==> config.mk <==
export PLATFORM = sky130hd
export DESIGN_NAME = store_match_cam
export DESIGN_NICKNAME = d
export VERILOG_FILES = /design/src/rtl/store_stream_checker_pkg.sv /design/src/rtl/store_match_cam.sv
export SDC_FILE = /design/constraint.sdc
export NUM_CORES = 1
export LEC_CHECK = 0
export ABC_AREA = 1
export BUFFER_PORTS_ARGS = -buffer_cell sky130_fd_sc_hd__buf_2
export CAP_MARGIN = 40
export CORE_UTILIZATION = 30
export CTS_CLUSTER_SIZE = 16
export DETAILED_ROUTE_END_ITERATION = 7
export PLACE_DENSITY = 0.54
export SETUP_SLACK_MARGIN = 0.4
export SYNTH_ARGS = -nofsm -noshare
export SYNTH_HDL_FRONTEND = slang
export SYNTH_SLANG_ARGS = --single-unit
==> constraint.sdc <==
create_clock -name clk -period 3.1 [get_ports clk]
set_input_delay 0 -clock clk [delete_from_list [all_inputs] [get_ports clk]]
set_output_delay 0 -clock clk [all_outputs]
set_load 0.05 [all_outputs]
==> src/rtl/store_stream_checker_pkg.sv <==
// Shared types for the store stream checker: FSM states and error codes.
package store_stream_checker_pkg;

  typedef enum logic [1:0] {
    IDLE = 2'd0,
    RUN  = 2'd1,
    PASS = 2'd2,
    FAIL = 2'd3
  } chk_state_t;

  typedef enum logic [2:0] {
    ERR_NONE    = 3'd0,
    ERR_DATA    = 3'd1,
    ERR_ADDR    = 3'd2,
    ERR_TIMEOUT = 3'd3
  } chk_err_t;

  // Entry-count width: enough to hold the value DEPTH itself.
  function automatic int cnt_width(input int depth);
    return $clog2(depth) + 1;
  endfunction

endpackage

==> src/rtl/store_match_cam.sv <==
// Expected-store table: DEPTH valid/addr/data entries with a combinational
// lowest-index address search and a direct read port at rd_idx.
module store_match_cam
  import store_stream_checker_pkg::*;
#(
  parameter int XLEN  = 32,
  parameter int DEPTH = 8
) (
  input  logic                     clk,
  input  logic                     rst,
  input  logic                     wr_en,
  input  logic [$clog2(DEPTH)-1:0] wr_idx,
  input  logic [XLEN-1:0]          wr_addr,
  input  logic [XLEN-1:0]          wr_data,
  input  logic                     clr_en,
  input  logic [$clog2(DEPTH)-1:0] clr_idx,
  input  logic [XLEN-1:0]          srch_addr,
  input  logic [XLEN-1:0]          srch_data,
  output logic                     hit,
  output logic [$clog2(DEPTH)-1:0] hit_idx,
  output logic                     data_eq,
  input  logic [$clog2(DEPTH)-1:0] rd_idx,
  output logic                     rd_valid,
  output logic [XLEN-1:0]          rd_addr,
  output logic [XLEN-1:0]          rd_data
);

  localparam int IW = $clog2(DEPTH);

  logic [DEPTH-1:0]           valid;
  logic [DEPTH-1:0][XLEN-1:0] addr_q;
  logic [DEPTH-1:0][XLEN-1:0] data_q;

  // Valid bits: set on load, cleared on match, wiped by reset.
  always_ff @(posedge clk) begin
    if (rst) begin
      valid <= '0;
    end else begin
      if (wr_en)  valid[wr_idx]  <= 1'b1;
      if (clr_en) valid[clr_idx] <= 1'b0;
    end
  end

  // Entry payload; meaningless while the valid bit is clear, so no reset.
  always_ff @(posedge clk) begin
    if (wr_en) begin
      addr_q[wr_idx] <= wr_addr;
      data_q[wr_idx] <= wr_data;
    end
  end

  // Address search; scanning high-to-low leaves the lowest matching index.
  always_comb begin
    hit     = 1'b0;
    hit_idx = '0;
    for (int i = DEPTH - 1; i >= 0; i--) begin
      if (valid[i] && addr_q[i] == srch_addr) begin
        hit     = 1'b1;
        hit_idx = IW'(i);
      end
    end
    data_eq = hit && (data_q[hit_idx] == srch_data);
  end

  assign rd_valid = valid[rd_idx];
  assign rd_addr  = addr_q[rd_idx];
  assign rd_data  = data_q[rd_idx];

endmodule

==> run summary <==
unrepaired setup endpoints after global routing - true
fraction of layout cells with a size suffix above 1 - 26.4%
area of the multi-input gates - 11600 um^2
RR Endpoint - valid[2]$_SDFF_PP0_
Net Switching - 5.27 mW
dpl cell area - 35600 um^2
hold path start - wr_data[24]
clk_lat worst skew - 0.66 ns
Longest Clk Path Bufs - 3
Worst setup EP type - output port
largest net degree at the start of global routing - 112
TritonCTS Buffers - 60
Peak Freq - 226 MHz
mapped cell area - 28600 um^2
crit path launch type - flop
failing checks - setup timing
Via Count - 28.9k
initial antenna violation count - 9
Max Cap Viol - 0
hold path depth - 2
Ys Warns - 0
top cells by area, synth - edfxtp_1, nand2_1, o21ai_0
std cell rows - 112
CTS H-tree lvls - 2
fin crit period - 4.43 ns
Synth Net Count - 3402
metal2 WL - 59800 um
library cells used by synthesis - 43
leading cell type in the layout, fill and taps excluded - nand2_1
Slew HR - 47.2%
#FFs+latches synth - 520
number of port buffers - 210
WL met1 - 59000 um
Int Power - 12.7 mW
final net count - 4214
Worst-Margin Slew - 0.790 ns
reg-to-reg startpoint - valid[2]$_SDFF_PP0_
dominant cell type by area after synthesis - edfxtp_1
part of the power in registers - 45.0%
Die ar. - 96500 um^2
Syn-to-layout area delta - 37.6%
flop-to-flop setup slack - 1.72 ns
final setup violation count - 5
Layout fillers - 9462
final worst-path cycle share - 143%
status - finished with violations
max-slew violation count - 0
worst setup margin - -1.33 ns
power share of the clock group - 38.4%
first-pass GRT wire length - 195000 um
First DRT Iteration DRCs - 3505
clock sink count - 520
number of cells produced by synthesis - 3261
Initial Util - 30.4%
Lkg Pwr - 16.1 nW
worst hold-check path type - input pin to flop
Post-Syn Area per Cell - 8.76 um^2
RePlAce Congestion - 1.12
critical path type - flop to output port
Power Dens Cells - 458 nW/um^2
design area - 39300 um^2
Root Driver - clkbuf_16
Final ANT Viol Nets - 0
clock skew - 0 ns
number of global-route vias before repair - 27.4k
grt ovf - 0
top sig layer - met5
die width - 311 um
Storage cell area - 15500 um^2
most frequent cells in the layout - nand2_1, buf_4, edfxtp_1
DR WL met3 - 12500 um
maximum VDD drop - 471 uV
Placement Setup Slack - -1.38 ns
WL final - 138000 um
hold slack - 0.106 ns
CTS tree - built
CTS clk-pin slew, worst paths - 0.06 ns
crit-path max FO - 12
io pins - 211
drt wl/cell - 25.6 um
sequential fraction of the synthesis area - 54.4%
core area - 93900 um^2
TritonRoute pass-1 iters - 6
count of final hold-check violations - 0
number of remaining DRC errors - 0
Worst R2R Path Depth - 4
hold worst-path end - data_q[248]$_DFFE_PP_
vias per std cell - 5.38
Worst EP required - 3.10 ns
Yosys top cell area share - 53.8%
dpl hpwl - 100000 um
switching fraction of total power - 29.3%
Tot GR Track Use - 27.7%
crit path DAT - 4.43 ns
Die Y - 311 um
power share of the combinational group - 16.6%
-- cells in the mapped netlist, drive strengths merged --
| library cell | count |
|---|---|
| or3 | 2 |
| nor4b | 2 |
| edfxtp | 512 |
| a21o | 1 |
| or2 | 22 |
| buf | 96 |
| nand3 | 305 |
| o22ai | 77 |
| nor3b | 5 |
| nor4 | 33 |
| o21ai | 324 |
| nand4 | 78 |
| nand2 | 670 |
| a21boi | 1 |
| a211o | 1 |
| nor3 | 33 |
| inv | 273 |
| a31oi | 65 |
| clkbuf | 98 |
| a21oi | 113 |
| o221ai | 2 |
| and3 | 2 |
| a221oi | 14 |
| dfxtp | 8 |
| xnor2 | 51 |
| o211ai | 58 |
| clkinv | 1 |
| a211oi | 4 |
| o2111ai | 9 |
| nor2 | 356 |
| and2 | 1 |
| xor2 | 26 |
| nand3b | 16 |
| o2111a | 2 |
-- what timing repair did --
item | in CTS | in global routing
pin swaps | 24 | 36
endpoints found under the setup margin | 5 | 5
gates resized for setup | 65 | 75
setup buffers | 12 | 16
hold buffers | 80 | 0
cloned | 5 | 2
endpoints found under the hold margin | 562 | 0
-- registers in the layout, summed over array words and instances, names as in the netlist --
signal / cells
addr_q: 256
data_q: 256
valid: 8
-- power by group through the flow --
stage	registers, mW	logic [mW]	clock network [mW]
after floorplan	8.21	1.33	0
after global placement	8.25	2.79	0
after detailed placement	8.24	2.79	0
after CTS	8.10	2.89	7.03
after global routing	8.12	3.12	7.27
final	8.10	2.98	6.91
-- worst max path at each step --
stage / depth (start not counted) / from / to / slack, ns
2_1_floorplan: 4 / wr_en / addr_q[0]$_DFFE_PP_ / -0.27
3_3_place_gp: 18 / addr_q[114]$_DFFE_PP_ / data_eq / -1.32
3_5_place_dp: 18 / addr_q[112]$_DFFE_PP_ / data_eq / -1.38
4_1_cts: 23 / addr_q[126]$_DFFE_PP_ / data_eq / -1.37
5_1_grt: 24 / addr_q[126]$_DFFE_PP_ / data_eq / -1.44
6_report: 25 / addr_q[126]$_DFFE_PP_ / data_eq / -1.33
-- through the flow --
step                      std cells  utilization [%]  TNS (ns)  power [mW]
after CTS                      5361             41.3     -2.61        18.0
final                          5380             41.9     -2.37        18.0
after global routing           5379             41.9     -2.59        18.5
after global placement         5150             37.9     -2.11        11.0
after floorplan                3261                -    -52.70        9.54
after detailed placement       5150             37.9     -2.31        11.0
-- layout make-up --
| class | instances | share of cell area (%) |
|---|---|---|
| diodes | 1 | 0.00637 |
| clock buffers | 66 | 3.88 |
| clock inverters | 48 | 0.962 |
| inverters | 274 | 2.67 |
| multi-input cells | 2273 | 29.5 |
| flip-flops and latches | 520 | 39.5 |
| well taps | 1254 | 3.99 |
| repair buffers | 944 | 19.5 |
-- cells by family (layout without fill, tap and decap cells) --
kind of cell | after synthesis | count (layout) | synth area share, %
xor gates and xnor gates | 77 | 77 | 2.36
DFF | 520 | 520 | 54.4
AOI/OAI and AO/OA | 671 | 671 | 13.4
other | 0 | 1 | 0
buffers and inverters | 468 | 1332 | 6.77
and+or+nand+nor | 1525 | 1525 | 23.1
-- critical path, stage by stage (launching register included) --
cell      delay (ns)
edfxtp_1        0.43
xnor2_2         0.14
buf_4           0.13
nand4_1         0.39
nor4_4          0.40
nand4_1         0.16
buf_6           0.18
nand2_4         0.06
nand2_4         0.07
nand2_8         0.09
nand2_8         0.09
buf_12          0.17
buf_4           0.15
inv_6           0.06
buf_12          0.14
nand2_1         0.06
nand3_1         0.08
nand3_1         0.10
nand2_1         0.08
nand2_1         0.04
nand2_1         0.07
nand2_1         0.06
nor2_1          0.16
nand3_2         0.11
nor2_4          0.12
buf_8           0.15
-- routing by layer --
metal | vias up | track usage [%]
met5 | - | 0
met4 | 12 | 11.3
met3 | 300 | 4.54
met2 | 1566 | 42.1
met1 | 14000 | 39.1
li1 | 13100 | -
Note: power is estimated with default switching activity, not from simulation.
